<file path="src/rtl/mult_pkg.sv">
// Shared types and helpers for the iterative shift-add multiplier.
package mult_pkg;

   typedef enum logic [1:0] {
      IDLE = 2'd0,
      CALC = 2'd1,
      DONE = 2'd2
   } state_t;

   // Counter must be able to hold the value WIDTH itself.
   function automatic int cnt_width(input int width);
      return $clog2(width + 1);
   endfunction

endpackage

</file>
<file path="src/rtl/seq_multiplier.sv">
// Iterative shift-add multiplier, WIDTH cycles per product, valid/ready on both
// sides, signed or unsigned mode captured with the operands.
module seq_multiplier
   import mult_pkg::*;
#(
   parameter int WIDTH = 8
) (
   input  logic                 clk,
   input  logic                 rst_n,
   input  logic                 in_valid,
   output logic                 in_ready,
   input  logic [WIDTH-1:0]     a,
   input  logic [WIDTH-1:0]     b,
   input  logic                 is_signed,
   output logic                 out_valid,
   input  logic                 out_ready,
   output logic [2*WIDTH-1:0]   product
);

   localparam int PW = 2 * WIDTH;
   localparam int CW = cnt_width(WIDTH);
   localparam logic [CW-1:0] LAST_CNT = CW'(WIDTH - 1);

   state_t          state_q;
   logic            in_ready_q;
   logic            out_valid_q;
   logic [WIDTH-1:0] mag_a_q;
   logic [WIDTH-1:0] mag_b_q;
   logic            neg_q;
   logic [PW-1:0]   acc_q;
   logic [PW-1:0]   product_q;
   logic [CW-1:0]   cnt_q;

   logic            accept_s;
   logic            last_s;
   logic [WIDTH-1:0] mag_a_d;
   logic [WIDTH-1:0] mag_b_d;
   logic            neg_d;
   logic [WIDTH:0]  sum_d;
   logic [PW-1:0]   acc_d;
   logic [PW-1:0]   product_d;

   // Next-state datapath values: operand magnitudes, one accumulate/shift step, sign fix-up.
   always_comb begin
      accept_s  = in_valid & in_ready_q;
      last_s    = (cnt_q == LAST_CNT);
      mag_a_d   = (is_signed && a[WIDTH-1]) ? (~a + WIDTH'(1)) : a;
      mag_b_d   = (is_signed && b[WIDTH-1]) ? (~b + WIDTH'(1)) : b;
      neg_d     = is_signed & (a[WIDTH-1] ^ b[WIDTH-1]);
      sum_d     = mag_b_q[0] ? ({1'b0, acc_q[PW-1:WIDTH]} + {1'b0, mag_a_q})
                             : {1'b0, acc_q[PW-1:WIDTH]};
      // The carry out of the upper half lands in the MSB after the shift.
      acc_d     = PW'({sum_d, acc_q[WIDTH-1:0]} >> 1'b1);
      product_d = neg_q ? (~acc_d + PW'(1)) : acc_d;
   end

   // Control FSM with registered handshake outputs.
   always_ff @(posedge clk) begin
      if (!rst_n) begin
         state_q     <= IDLE;
         in_ready_q  <= 1'b1;
         out_valid_q <= 1'b0;
      end else begin
         case (state_q)
            IDLE: begin
               if (accept_s) begin
                  state_q    <= CALC;
                  in_ready_q <= 1'b0;
               end
            end
            CALC: begin
               if (last_s) begin
                  state_q     <= DONE;
                  out_valid_q <= 1'b1;
               end
            end
            DONE: begin
               if (out_ready) begin
                  state_q     <= IDLE;
                  out_valid_q <= 1'b0;
                  in_ready_q  <= 1'b1;
               end
            end
            default: begin
               state_q     <= IDLE;
               in_ready_q  <= 1'b1;
               out_valid_q <= 1'b0;
            end
         endcase
      end
   end

   // Operand capture, accumulate/shift iterations and result register.
   always_ff @(posedge clk) begin
      if (!rst_n) begin
         mag_a_q   <= '0;
         mag_b_q   <= '0;
         neg_q     <= 1'b0;
         acc_q     <= '0;
         cnt_q     <= '0;
         product_q <= '0;
      end else begin
         case (state_q)
            IDLE: begin
               if (accept_s) begin
                  mag_a_q <= mag_a_d;
                  mag_b_q <= mag_b_d;
                  neg_q   <= neg_d;
                  acc_q   <= '0;
                  cnt_q   <= '0;
               end
            end
            CALC: begin
               acc_q   <= acc_d;
               mag_b_q <= mag_b_q >> 1'b1;
               cnt_q   <= cnt_q + CW'(1);
               if (last_s) begin
                  product_q <= product_d;
               end
            end
            DONE: begin
               product_q <= product_q;
            end
            default: begin
               acc_q <= '0;
               cnt_q <= '0;
            end
         endcase
      end
   end

   assign in_ready  = in_ready_q;
   assign out_valid = out_valid_q;
   assign product   = product_q;

endmodule
</file>
<file path="config.mk">
export PLATFORM = sky130hd
export DESIGN_NAME = seq_multiplier
export DESIGN_NICKNAME = d
export VERILOG_FILES = /design/src/rtl/mult_pkg.sv /design/src/rtl/seq_multiplier.sv
export SDC_FILE = /design/constraint.sdc
export NUM_CORES = 1
export LEC_CHECK = 0
export CORE_UTILIZATION = 56
export DETAILED_ROUTE_END_ITERATION = 12
export GPL_TIMING_DRIVEN = 1
export PLACE_DENSITY = 0.8
export SKIP_LAST_GASP = 1
export SYNTH_ARGS = -nofsm -noshare
export SYNTH_HDL_FRONTEND = slang
export SYNTH_SLANG_ARGS = --single-unit
</file>
<file path="constraint.sdc">
create_clock -name clk -period 3.21 [get_ports clk]
set_clock_uncertainty 0.1 [all_clocks]
set_input_delay 0.4815 -clock clk [delete_from_list [all_inputs] [get_ports clk]]
set_output_delay 0.4815 -clock clk [all_outputs]
set_load 0.01 [all_outputs]
</file>
==> impl_results.md <==
- Status: finished clean
- Crit-path cells: ha_1, fa_1, xor2_1, mux2i_1, nand3_1, nor2_1, a31oi_1, or3_1, nand3_1
- Cells after synthesis: 384
- Final setup margin: 0.569 ns
- Num CTS Buffers: 5
- Reg clk slew, reported paths: 0.10 ns
- Clock Sinks: 56
- GRT Resource Usage Total: 25.2%
- Post-DP Area: 3680 sq um
- Worst hold path type: reg -> reg
- Diode count: 0
- Crit path max fanout: 4
- Synth cell types: 57
- Initial Utilization: 58.3%
- FP Rows: 27
- Sequential area share after synthesis: 34.7%
- Postcts setup bufs: 0
- Die height: 78.0 um
- CP most frequent cell: nand3_1
- Fin. Hold Viols: 0
- H-tree depth: 2
- Share of layout cells above drive strength 1: 5.77%
- Initial DRC Count: 175
- Most frequent cells in the layout: dfxtp_1 (56), nand2_1 (45), clkdlybuf4s50_1 (38)
- Max Freq: 379 MHz
- Final design area excluding fillers: 3790 sq um
- Synth Net Count: 418
- Area of the mapped netlist: 3230 sq um
- Total global routing overflow: 0
- Clk buf depth: 2
- Synthesized area per cell: 8.41 sq um
- Worst Tran Pin Value: 0.672 ns
- Final setup vio count: 0
- CP peak stage delay: 0.46 ns
- Worst Path Required: 3.38 ns
- Total number of vias: 2927
- VDD IR max: 0.286 mV
- Slew Limit Headroom: 54.8%
- Vias in the first global route: 2665
- Max cap viols: 0
- Non-Filler Instances: 488
- Clk_lat worst skew: 0.32 ns
- Die outline width: 78.0 um
- Fin crit share: 82.3%
- # nets final: 449
- Tightest hold margin: 0.354 ns
- Layout area overhead: 17.4%
- Flop and latch count out of synthesis: 56
- Buf+Inv Stages, Crit Path: 0
- First-pass GRT wire length: 12.2 mm
- Main synth FF type: dfxtp_1
- Yosys Warn Count: 0
- Startpoint type of the worst setup path: register
- Inst Count DP: 480
- Drt via density: 6.00
- CTS tree: yes
- Commonest non-fill, non-tap cell in the layout: dfxtp_1
- Pleak: 0.00154 uW
- Setup CP Type: reg -> reg
- Drc violations: 0
- Port Buffer Count: 38
- Min cycle time layout: 2.64 ns
- Crit path max-delay family: simple AND/OR/NAND/NOR gates
- Number of synthesized flops with an enable pin: 0
- ANT nets after route: 0
- Critical Path AT: 2.81 ns
- Slew Limit Fails: 0
- Post-DP HPWL: 5.20 mm
- Place WS: 0.629 ns
- Core region area: 5540 sq um
- Share of synthesized registers carrying an async set or reset: 0%
- Post-cts gate resize count: 0
- Setup TNS: 0 ns
- Routed length per placed instance: 14.6 um
- Hold_buf cts: 0
- RSZ-0062 raised after global routing: false
- Initial antenna violation count: 0
- Slowest CP cell: fa_1
- Clock Tree Root: clkbuf_8
- Die ar.: 6080 sq um
- Largest net degree at the start of global routing: 43
- GPL Wtd Cong: 0.895
- Fill cells: 469
- Final WL: 7.12 mm
- Endpoint class of the critical path: register
- # IOs: 39
- PwrDens: 376 nW/um^2
- DR pass1 iterations: 5
## kinds of logic (layout without fill, tap and decap cells)
kind of cell,Yosys count,in the layout,share of synthesized area [%]
fa+ha+maj,13,13,5.27
mux,4,4,1.28
compound gates,116,116,26.0
simple gates,139,139,22.8
buf+inv,35,67,4.22
xor+xnor,21,21,5.69
flops,56,56,34.7
## path summary, 6_finish.rpt
check	startpoint	slack, ns	cells past startpoint	end
max	acc_q[8]$_SDFFE_PN0P_	0.57	9	product[14]$_SDFFE_PN0P_
min	cnt_q[3]$_SDFFE_PN0P_	0.35	1	cnt_q[3]$_SDFFE_PN0P_
max reg2reg	acc_q[8]$_SDFFE_PN0P_	0.57	9	product[14]$_SDFFE_PN0P_
min reg2reg	cnt_q[3]$_SDFFE_PN0P_	0.35	1	cnt_q[3]$_SDFFE_PN0P_
## sequential cells by signal (all words and copies together), names as in the netlist
name / cells
product: 16
acc_q: 15
mag_a_q: 8
mag_b_q: 8
cnt_q: 4
state_q: 2
in_ready: 1
neg_q: 1
out_valid: 1
## per-layer routing
metal  global-route usage [%]  share of wire, %  vias to the layer above
met5                        0                 0                        -
met4                     9.44               1.8                        0
met3                     4.59               4.7                       11
met2                     41.5                47                       86
met1                     32.7                47                     1372
li1                         -                 -                     1458
## cells in the mapped netlist, drive strengths merged (2+ instances only)
| master | count | area (sq um) |
|---|---|---|
| nand3b | 2 | 15.0 |
| nor2b | 18 | 113 |
| dfxtp | 56 | 1120 |
| o21ai | 24 | 120 |
| and3 | 2 | 12.5 |
| ha | 12 | 150 |
| xor2 | 11 | 96.3 |
| nand4 | 3 | 18.8 |
| nor2 | 15 | 56.3 |
| nor3b | 2 | 15.0 |
| a31oi | 6 | 37.5 |
| or3 | 6 | 37.5 |
| buf | 6 | 27.5 |
| o221a | 2 | 22.5 |
| clkbuf | 15 | 56.3 |
| o211ai | 2 | 20.0 |
| a221oi | 4 | 35.0 |
| a21boi | 13 | 97.6 |
| nand3 | 18 | 95.1 |
| mux2i | 3 | 30.0 |
| nor3 | 5 | 25.0 |
| and2 | 12 | 75.1 |
| nor4 | 2 | 27.5 |
| a22oi | 17 | 128 |
| a211o | 2 | 17.5 |
| nand2 | 45 | 169 |
| xnor2 | 10 | 87.6 |
| a21o | 3 | 22.5 |
| o41ai | 3 | 33.8 |
| inv | 14 | 52.6 |
| o211a | 12 | 120 |
| nor4bb | 2 | 20.0 |
| a21oi | 13 | 65.1 |
| o31ai | 6 | 45.0 |
| a211oi | 2 | 15.0 |
| or4 | 2 | 18.8 |
## stage by stage
step | utilization, % | total power (uW)
3_3_place_gp | 66.5 | 962
6_report | 68.5 | 1430
5_1_grt | 68.5 | 1490
3_5_place_dp | 66.5 | 968
2_1_floorplan | - | 890
4_1_cts | 68.5 | 1430
## layout make-up
class | instances | area [sq um] | share of cell area, %
clock buffers | 6 | 72.6 | 1.91
clock inverters | 2 | 38.8 | 1.02
inverters | 14 | 52.6 | 1.39
multi-input cells | 293 | 1970 | 52.0
flip-flops and latches | 56 | 1120 | 29.6
well taps | 72 | 90.1 | 2.37
repair buffers | 45 | 445 | 11.7
## where the power goes
part | internal (uW) | leakage, uW | switching (uW)
sequential | 715 | 0.000454 | 16.7
combinational | 95.7 | 0.00103 | 125
clock | 236 | 0.0000558 | 237
Note: power is estimated with default switching activity, not from simulation.
